[config.mk]
export PLATFORM = sky130hd
export DESIGN_NAME = store_buffer
export DESIGN_NICKNAME = d
export VERILOG_FILES = /design/src/rtl/riscv_pkg.sv /design/src/rtl/store_buffer_align.sv /design/src/rtl/store_buffer.sv
export SDC_FILE = /design/constraint.sdc
export NUM_CORES = 1
export LEC_CHECK = 0
export CORE_UTILIZATION = 65
export DETAILED_ROUTE_END_ITERATION = 8
export PLACE_DENSITY = 0.83
export SLEW_MARGIN = 0
export SYNTH_ARGS = -nofsm -noshare
export SYNTH_HDL_FRONTEND = slang
export SYNTH_HIERARCHICAL = 1
export SYNTH_SLANG_ARGS = --single-unit
[constraint.sdc]
create_clock -name i_clk -period 25.8 [get_ports i_clk]
set_input_delay 3.87 -clock i_clk [delete_from_list [all_inputs] [get_ports i_clk]]
set_output_delay 3.87 -clock i_clk [all_outputs]
set_load 0.05 [all_outputs]
[src/rtl/riscv_pkg.sv]
// Shared store-path types: store size encoding and the store buffer entry record.
// Entry fields are sized for the widest datapath; narrower builds zero-extend into them.
package riscv_pkg;

  localparam int unsigned XLEN_MAX = 64;

  typedef enum logic [2:0] {
    STN = 3'd0,
    STB = 3'd1,
    STH = 3'd2,
    STW = 3'd3,
    STD = 3'd4
  } store_op_e;

  typedef struct packed {
    logic [XLEN_MAX-1:0]   addr;
    logic [XLEN_MAX-1:0]   data;
    logic [XLEN_MAX/8-1:0] strobe;
  } store_buffer_entry_t;

  // Byte count of a store; STD is a no-op on a 32-bit datapath.
  function automatic logic [3:0] store_size(store_op_e op, int xlen);
    case (op)
      STB:     store_size = 4'd1;
      STH:     store_size = 4'd2;
      STW:     store_size = 4'd4;
      STD:     store_size = (xlen == 64) ? 4'd8 : 4'd0;
      default: store_size = 4'd0;
    endcase
  endfunction

endpackage

[src/rtl/store_buffer_align.sv]
// Combinational lane placement: turns one store into one or two word-aligned beats.
module store_align
  import riscv_pkg::*;
#(
  parameter int XLEN = 32
) (
  input  store_op_e           i_op,
  input  logic [XLEN-1:0]     i_addr,
  input  logic [XLEN-1:0]     i_data,
  output logic                o_enq,
  output logic                o_split,
  output store_buffer_entry_t o_lo,
  output store_buffer_entry_t o_hi
);

  localparam int BYTES = XLEN / 8;
  localparam int OFFW  = $clog2(BYTES);

  logic [3:0]         w_size;
  logic [OFFW-1:0]    w_off;
  logic [2*BYTES-1:0] w_mask;
  logic [2*BYTES-1:0] w_strb_wide;
  logic [2*XLEN-1:0]  w_data_wide;
  logic [XLEN-1:0]    w_word_addr;
  logic [XLEN-1:0]    w_next_addr;

  // Both beats come from one double-width shift; the upper half is the spill-over beat.
  always_comb begin
    w_size      = store_size(i_op, XLEN);
    w_off       = i_addr[OFFW-1:0];
    w_mask      = (2*BYTES)'((32'd1 << w_size) - 32'd1);
    w_strb_wide = w_mask << w_off;
    w_data_wide = {{XLEN{1'b0}}, i_data} << {w_off, 3'b000};
    w_word_addr = {i_addr[XLEN-1:OFFW], {OFFW{1'b0}}};
    w_next_addr = w_word_addr + XLEN'(BYTES);
  end

  assign o_enq   = (w_size != 4'd0);
  assign o_split = |w_strb_wide[2*BYTES-1:BYTES];

  always_comb begin
    o_lo        = '0;
    o_hi        = '0;
    o_lo.addr   = XLEN_MAX'(w_word_addr);
    o_lo.data   = XLEN_MAX'(w_data_wide[XLEN-1:0]);
    o_lo.strobe = (XLEN_MAX/8)'(w_strb_wide[BYTES-1:0]);
    o_hi.addr   = XLEN_MAX'(w_next_addr);
    o_hi.data   = XLEN_MAX'(w_data_wide[2*XLEN-1:XLEN]);
    o_hi.strobe = (XLEN_MAX/8)'(w_strb_wide[2*BYTES-1:BYTES]);
  end

endmodule

[src/rtl/store_buffer.sv]
// Store buffer: FIFO of aligned write beats between EX and memory, with a load-ordering check.
// Ready requires two free slots so a split store always lands both beats in one cycle.
module store_buffer
  import riscv_pkg::*;
#(
  parameter int XLEN  = 32,
  parameter int DEPTH = 4
) (
  input  logic                       i_clk,
  input  logic                       i_rst,
  input  logic                       i_store_valid,
  output logic                       o_store_ready,
  input  store_op_e                  i_store_operation,
  input  logic [XLEN-1:0]            i_store_address,
  input  logic [XLEN-1:0]            i_store_data,
  output logic                       o_mem_valid,
  input  logic                       i_mem_ready,
  output logic [XLEN-1:0]            o_mem_address,
  output logic [XLEN-1:0]            o_mem_write_data,
  output logic [XLEN/8-1:0]          o_mem_byte_write_enable,
  input  logic [XLEN-1:0]            i_load_check_address,
  output logic                       o_load_hazard,
  output logic                       o_empty,
  output logic [$clog2(DEPTH):0]     o_count
);

  localparam int PW   = $clog2(DEPTH);
  localparam int CW   = PW + 1;
  localparam int OFFW = $clog2(XLEN / 8);

  store_buffer_entry_t r_mem [DEPTH];
  logic [PW-1:0]       r_wr_ptr;
  logic [PW-1:0]       r_rd_ptr;
  logic [CW-1:0]       r_count;

  logic                w_enq;
  logic                w_split;
  store_buffer_entry_t w_lo;
  store_buffer_entry_t w_hi;
  store_buffer_entry_t w_head;
  logic                w_push;
  logic                w_pop;
  logic [CW-1:0]       w_n_push;
  logic [XLEN_MAX-1:0] w_check_word;

  store_align #(.XLEN(XLEN)) u_align (
    .i_op    (i_store_operation),
    .i_addr  (i_store_address),
    .i_data  (i_store_data),
    .o_enq   (w_enq),
    .o_split (w_split),
    .o_lo    (w_lo),
    .o_hi    (w_hi)
  );

  assign o_store_ready = (r_count <= CW'(DEPTH - 2));
  assign w_push        = i_store_valid & o_store_ready & w_enq;
  assign w_pop         = o_mem_valid & i_mem_ready;
  assign w_n_push      = !w_push ? CW'(0) : (w_split ? CW'(2) : CW'(1));

  always_ff @(posedge i_clk or posedge i_rst) begin
    if (i_rst) begin
      r_wr_ptr <= '0;
      r_rd_ptr <= '0;
      r_count  <= '0;
    end else begin
      r_wr_ptr <= r_wr_ptr + PW'(w_n_push);
      r_rd_ptr <= r_rd_ptr + PW'(w_pop);
      r_count  <= r_count + w_n_push - CW'(w_pop);
    end
  end

  // Storage is not reset; occupancy alone decides what is visible.
  always_ff @(posedge i_clk) begin
    if (w_push) begin
      r_mem[r_wr_ptr] <= w_lo;
      if (w_split) r_mem[r_wr_ptr + PW'(1)] <= w_hi;
    end
  end

  assign w_head                  = r_mem[r_rd_ptr];
  assign o_mem_valid             = (r_count != '0);
  assign o_empty                 = (r_count == '0);
  assign o_count                 = r_count;
  assign o_mem_address           = o_mem_valid ? w_head.addr[XLEN-1:0]     : '0;
  assign o_mem_write_data        = o_mem_valid ? w_head.data[XLEN-1:0]     : '0;
  assign o_mem_byte_write_enable = o_mem_valid ? w_head.strobe[XLEN/8-1:0] : '0;

  assign w_check_word = XLEN_MAX'({i_load_check_address[XLEN-1:OFFW], {OFFW{1'b0}}});

  always_comb begin
    logic [PW-1:0] rel;
    o_load_hazard = 1'b0;
    for (int i = 0; i < DEPTH; i++) begin
      rel = PW'(i) - r_rd_ptr;
      if (({1'b0, rel} < r_count) && (r_mem[i].addr == w_check_word))
        o_load_hazard = 1'b1;
    end
  end

  logic w_unused_lo;
  assign w_unused_lo = ^i_load_check_address[OFFW-1:0];

  if (XLEN < XLEN_MAX) begin : g_narrow
    logic w_unused_hi;
    assign w_unused_hi = ^{w_head.data[XLEN_MAX-1:XLEN], w_head.strobe[XLEN_MAX/8-1:XLEN/8]};
  end

endmodule

Word-level counts from Yosys, hierarchy flattened
Memory sizes are Yosys's and may differ from the RTL's.
Index checks and enable logic that the tools add are counted.
{"block": "op_classes", "n_bitwise": 3, "mux": 15, "order_cmp": 5, "addsub": 11, "shift": 3, "eq_ne": 7, "n_reduce_logical": 8}
{"operator": "$eq A64 B32 Y1", "count": 4}
{"operator": "$mux W32", "count": 2}
{"operator": "$shl A32 B5 Y64", "count": 1}
{"operator": "$add A32 B3 Y32 const B", "count": 1}
{"operator": "$lt A2 B3 Y1", "count": 4}
{"operator": "$mux W1", "count": 9}
{"operator": "$pmux W3 S3", "count": 1}
{"operator": "$shl A1 B3 Y8 const A", "count": 1}
{"operator": "$shl A8 B2 Y8", "count": 1}
{"operator": "$sub A8 B1 Y8 const B", "count": 1}
{"operator": "$eq A3 B2 Y1 const B", "count": 2}
{"operator": "$logic_and A1 B1 Y1", "count": 4}
{"operator": "$mux W2", "count": 2}
{"operator": "$mux W4", "count": 1}
{"operator": "$reduce_bool A4 Y1", "count": 1}
{"operator": "$reduce_or A4 Y1", "count": 1}
{"operator": "$sub A1 B2 Y2 const A", "count": 2}
{"operator": "$sub A2 B2 Y2 const A", "count": 2}
{"operator": "$add A3 B2 Y3", "count": 1}
{"operator": "$and A1 B1 Y1", "count": 3}
{"operator": "$eq A3 B1 Y1 const B", "count": 1}
{"operator": "$le A3 B2 Y1 const B", "count": 1}
{"operator": "$logic_not A3 Y1", "count": 1}
{"operator": "$reduce_bool A3 Y1", "count": 1}
{"operator": "other kinds (4)", "count": 4}
{"block": "word_totals", "mem_bits_rw": 272, "ff_bits": 7, "out_inout_bits": 75, "memories": 1}
{"memory": "r_mem", "words": 4, "word_bits": 68, "read_ports": 5, "rd_ports_with_merged_regs": 0, "write_ports": 2, "line": "store_buffer.sv:31", "rtl": "store_buffer_entry_t r_mem [DEPTH];"}

Logic depth before layout (Yosys ltp)
{"block": "logic_depth", "depth_word": 10, "ltp_mapped": 10}

Cells and area by module
The synthesis kept the hierarchy.
{"module": "store_buffer", "area_per_inst_um2": 21471.8, "cells_each": 1295, "seq_area_each_um2": 12186.7, "instances": 1}
{"module": "store_align", "area_per_inst_um2": 2801.4, "cells_each": 396, "seq_area_each_um2": 0.0, "instances": 1}

Worst setup path before layout
OpenSTA, ideal clock, no wires.
{"block": "synth_timing", "path_type": "input to register", "startpoint": "in i_store_address[0]", "endpoint": "mem r_mem[3][0] (netlist name), enable pin", "path_stages": 5, "arrival_time_ns": 12.004, "path_slack_ns": 13.094, "required_ns": 25.098, "n_path_buf": 1, "path_cell_list": "buf_2 -> o21ai_0 -> a21boi_0 -> nor2_1 -> nor3b_1"}
{"element": "start, declared", "line": "store_buffer.sv:14", "rtl": "input logic [XLEN-1:0] i_store_address,"}
{"element": "end, declared", "line": "store_buffer.sv:31"}

Worst setup path after layout
{"block": "layout_timing", "startpoint": "in i_load_check_address[6]", "endpoint": "out o_load_hazard"}
{"block": "layout_via", "elab_chain_cells": 6, "word_cells_on_any_way": 12, "cone_classes": "4 x eq/ne; 4 x mux; 4 x reduce/logical"}
{"element": "start, declared", "line": "store_buffer.sv:21", "rtl": "input logic [XLEN-1:0] i_load_check_address,"}
{"element": "$eq A64 B32 Y1", "line": "store_buffer.sv:96", "rtl": "if (({1'b0, rel} < r_count) && (r_mem[i].addr == w_check_word))"}
{"element": "$logic_and A1 B1 Y1", "line": "store_buffer.sv:96"}
{"element": "$mux W1 (3 in a row)", "line": "store_buffer.sv:96"}
{"element": "$mux W1 (*)", "line": "store_buffer.sv:96"}
{"element": "end, declared", "line": "store_buffer.sv:22", "rtl": "output logic o_load_hazard,"}
Mark *: on every way between the ends. The rest lies on a longest branch, timed or not.

==> flow_metrics.py <==
metrics = {
    "status": {
        "status": "finished, violations left",
        "violations": "design-rule violations",
    },
    "layout": {
        "nNetsFinal": 1849,
        "final_common_cell": "edfxtp_1",
        "mostFrequentLayoutCells": "edfxtp_1 (400), mux2_2 (300), clkdlybuf4s50_1 (174)",
        "fillers": 2223,
        "final_util": 0.746,
        "area_growth_pct": 12.3,
        "drive_gt1_frac": 0.322,
    },
    "timing": {
        "finalHoldViolCount": 0,
        "tns_ps": 0,
        "max_slew_margin": 0.332,
        "slew_viol_final": 0,
        "rsz0062_at_grt": "false",
        "fin_skew_ps": 13.2,
        "min_period_over_period": 0.425,
        "whs_ps": 688,
        "period_needed_ps": 10960,
        "max_freq_mhz": 91.2,
        "final-setup-viol-count": 0,
        "worst_slew_pin_slew_ps": 1000,
    },
    "setup_path": {
        "arrival_ps": 7090,
        "crit_slowest_cell": "clkdlybuf4s50_1",
        "cp-end-kind": "primary output",
        "critical_path.max_stage_delay_ps": 820,
        "critical_path.max_fanout": 4,
        "crit_chain": "clkdlybuf4s50_1 > xnor2_1 > nand4_1 > or4_1 > or3_1 > nand4_1 > clkdlybuf4s50_1",
        "critPathLaunchType": "primary input",
        "critPathKind": "primary input to primary output",
        "endpoint": "o_load_hazard",
        "setup.worst_path.start": "i_load_check_address[6]",
        "critPathRequiredTime_ps": 21930,
        "worstReg2RegStart": "o_count[2]",
        "timing.reg2reg.setup_slack_ps": 22110,
        "reg2reg_to": "r_mem[3][123]",
        "rr_worst_depth": 5,
    },
    "placed_design": {
        "dp_hpwl_um": 37100,
        "gp_congestion": 0.915,
        "numPortBuffers": 175,
    },
    "die": {
        "coreArea_um2": 35700,
        "fp.dieH_um": 193,
        "start_util": 0.664,
        "dieArea_um2": 37300,
        "fp.dieW_um": 193,
        "rows": 69,
        "top_level_ports": 178,
    },
    "job": {
        "cap_violations": 0,
    },
    "yosys": {
        "synth_cells": 1619,
        "synthesis.area_um2": 23700,
        "synth.avg_cell_area_um2": 14.7,
        "ys_warn_count": 6,
    },
    "clocking": {
        "clock_latency_ps": 550,
        "cts_buffers": 44,
        "cts-hold-fix-buffers": 0,
        "cts_max_level": 2,
        "clockBufferDepth": 3,
        "cts_resized": 0,
        "cts_setup_buffers": 0,
        "root_buffer": "clkbuf_16",
        "clkSinkCount": 407,
        "cts_tree": "built",
        "cts.clk_slew.worst_paths_ps": 60,
    },
    "global_routing": {
        "grt_pass1_wl_um": 85700,
        "grt_max_degree": 64,
        "grt.overflow.total": 0,
        "grtUsageTotal": 0.312,
        "grt_pass1_vias": 14100,
        "antenna_found_initial": 3,
    },
    "pwr": {
        "leakage_nw": 9.63,
        "powerDensity_nw_per_um2": 86.9,
        "ir_drop_v": 0.0000828,
    },
    "drt": {
        "dr_total_vias": 14200,
        "routed_wirelength_um": 57800,
        "met2_length_um": 27200,
        "routed.top_layer": "met5",
        "via_per_inst": 6.37,
        "ant_nets": 0,
        "wl_met3_um": 4960,
        "drtPass1Iterations": 8,
        "wire_per_inst_um": 25.9,
        "drcViolationCount": 15,
        "wl_met1_um": 23500,
        "drtIter0Drc": 1586,
    },
    "worst_hold_path": {
        "hold_path.startpoint": "r_wr_ptr[0]",
        "hold_path_class": "register to register",
    },
}
worst max-delay path, delay by kind of cell:
family / cells / cell delay [ps]
buffers and inverters: 2 / 1380
AND/OR/NAND/NOR: 4 / 1400
XOR/XNOR: 1 / 440
report_power, final:
group / total, W / internal [W] / switching [W]
logic: 0.000868 / 0.000342 / 0.000526
registers: 0.000824 / 0.000774 / 0.0000509
clock network: 0.000623 / 0.000361 / 0.000262
flip-flops by register name (all words and copies together) (netlist names):
name / count
r_mem: 400
o_count: 3
r_rd_ptr: 2
r_wr_ptr: 2
per-layer routing:
metal	vias to the layer above	track usage
li1	6235	-
met5	-	0
met3	120	0.0489
met2	726	0.487
met4	2	0.124
met1	7140	0.441
final cells by class:
type | instances | area, µm² | area share
flip-flops and latches | 407 | 12200 | 0.458
multi-input cells | 1066 | 10500 | 0.394
repair buffers | 192 | 1870 | 0.0703
clock buffers | 58 | 1170 | 0.0441
well taps | 461 | 577 | 0.0216
clock inverters | 24 | 223 | 0.00836
inverters | 24 | 90.1 | 0.00338
diodes | 2 | 5.00 | 0.000188
worst min path at each step:
| stage | end | cells past startpoint |
|---|---|---|
| after floorplan | r_rd_ptr[0] | 1 |
| after global routing | r_wr_ptr[0] | 1 |
| after detailed placement | r_wr_ptr[0] | 1 |
| after CTS | r_wr_ptr[0] | 1 |
| after global placement | r_wr_ptr[0] | 1 |
| final | r_wr_ptr[0] | 1 |
metrics by stage:
step	setup slack [ps]	area [µm²]	std cells	total power (W)
after floorplan	13090	24000	1695	0.00143
after global placement	14900	25200	2150	0.00169
after detailed placement	14920	25200	2150	0.00170
after CTS	14900	26600	2232	0.00232
after global routing	14750	26600	2234	0.00239
final	14840	26600	2234	0.00232
Power figures use the tool's default switching activity.
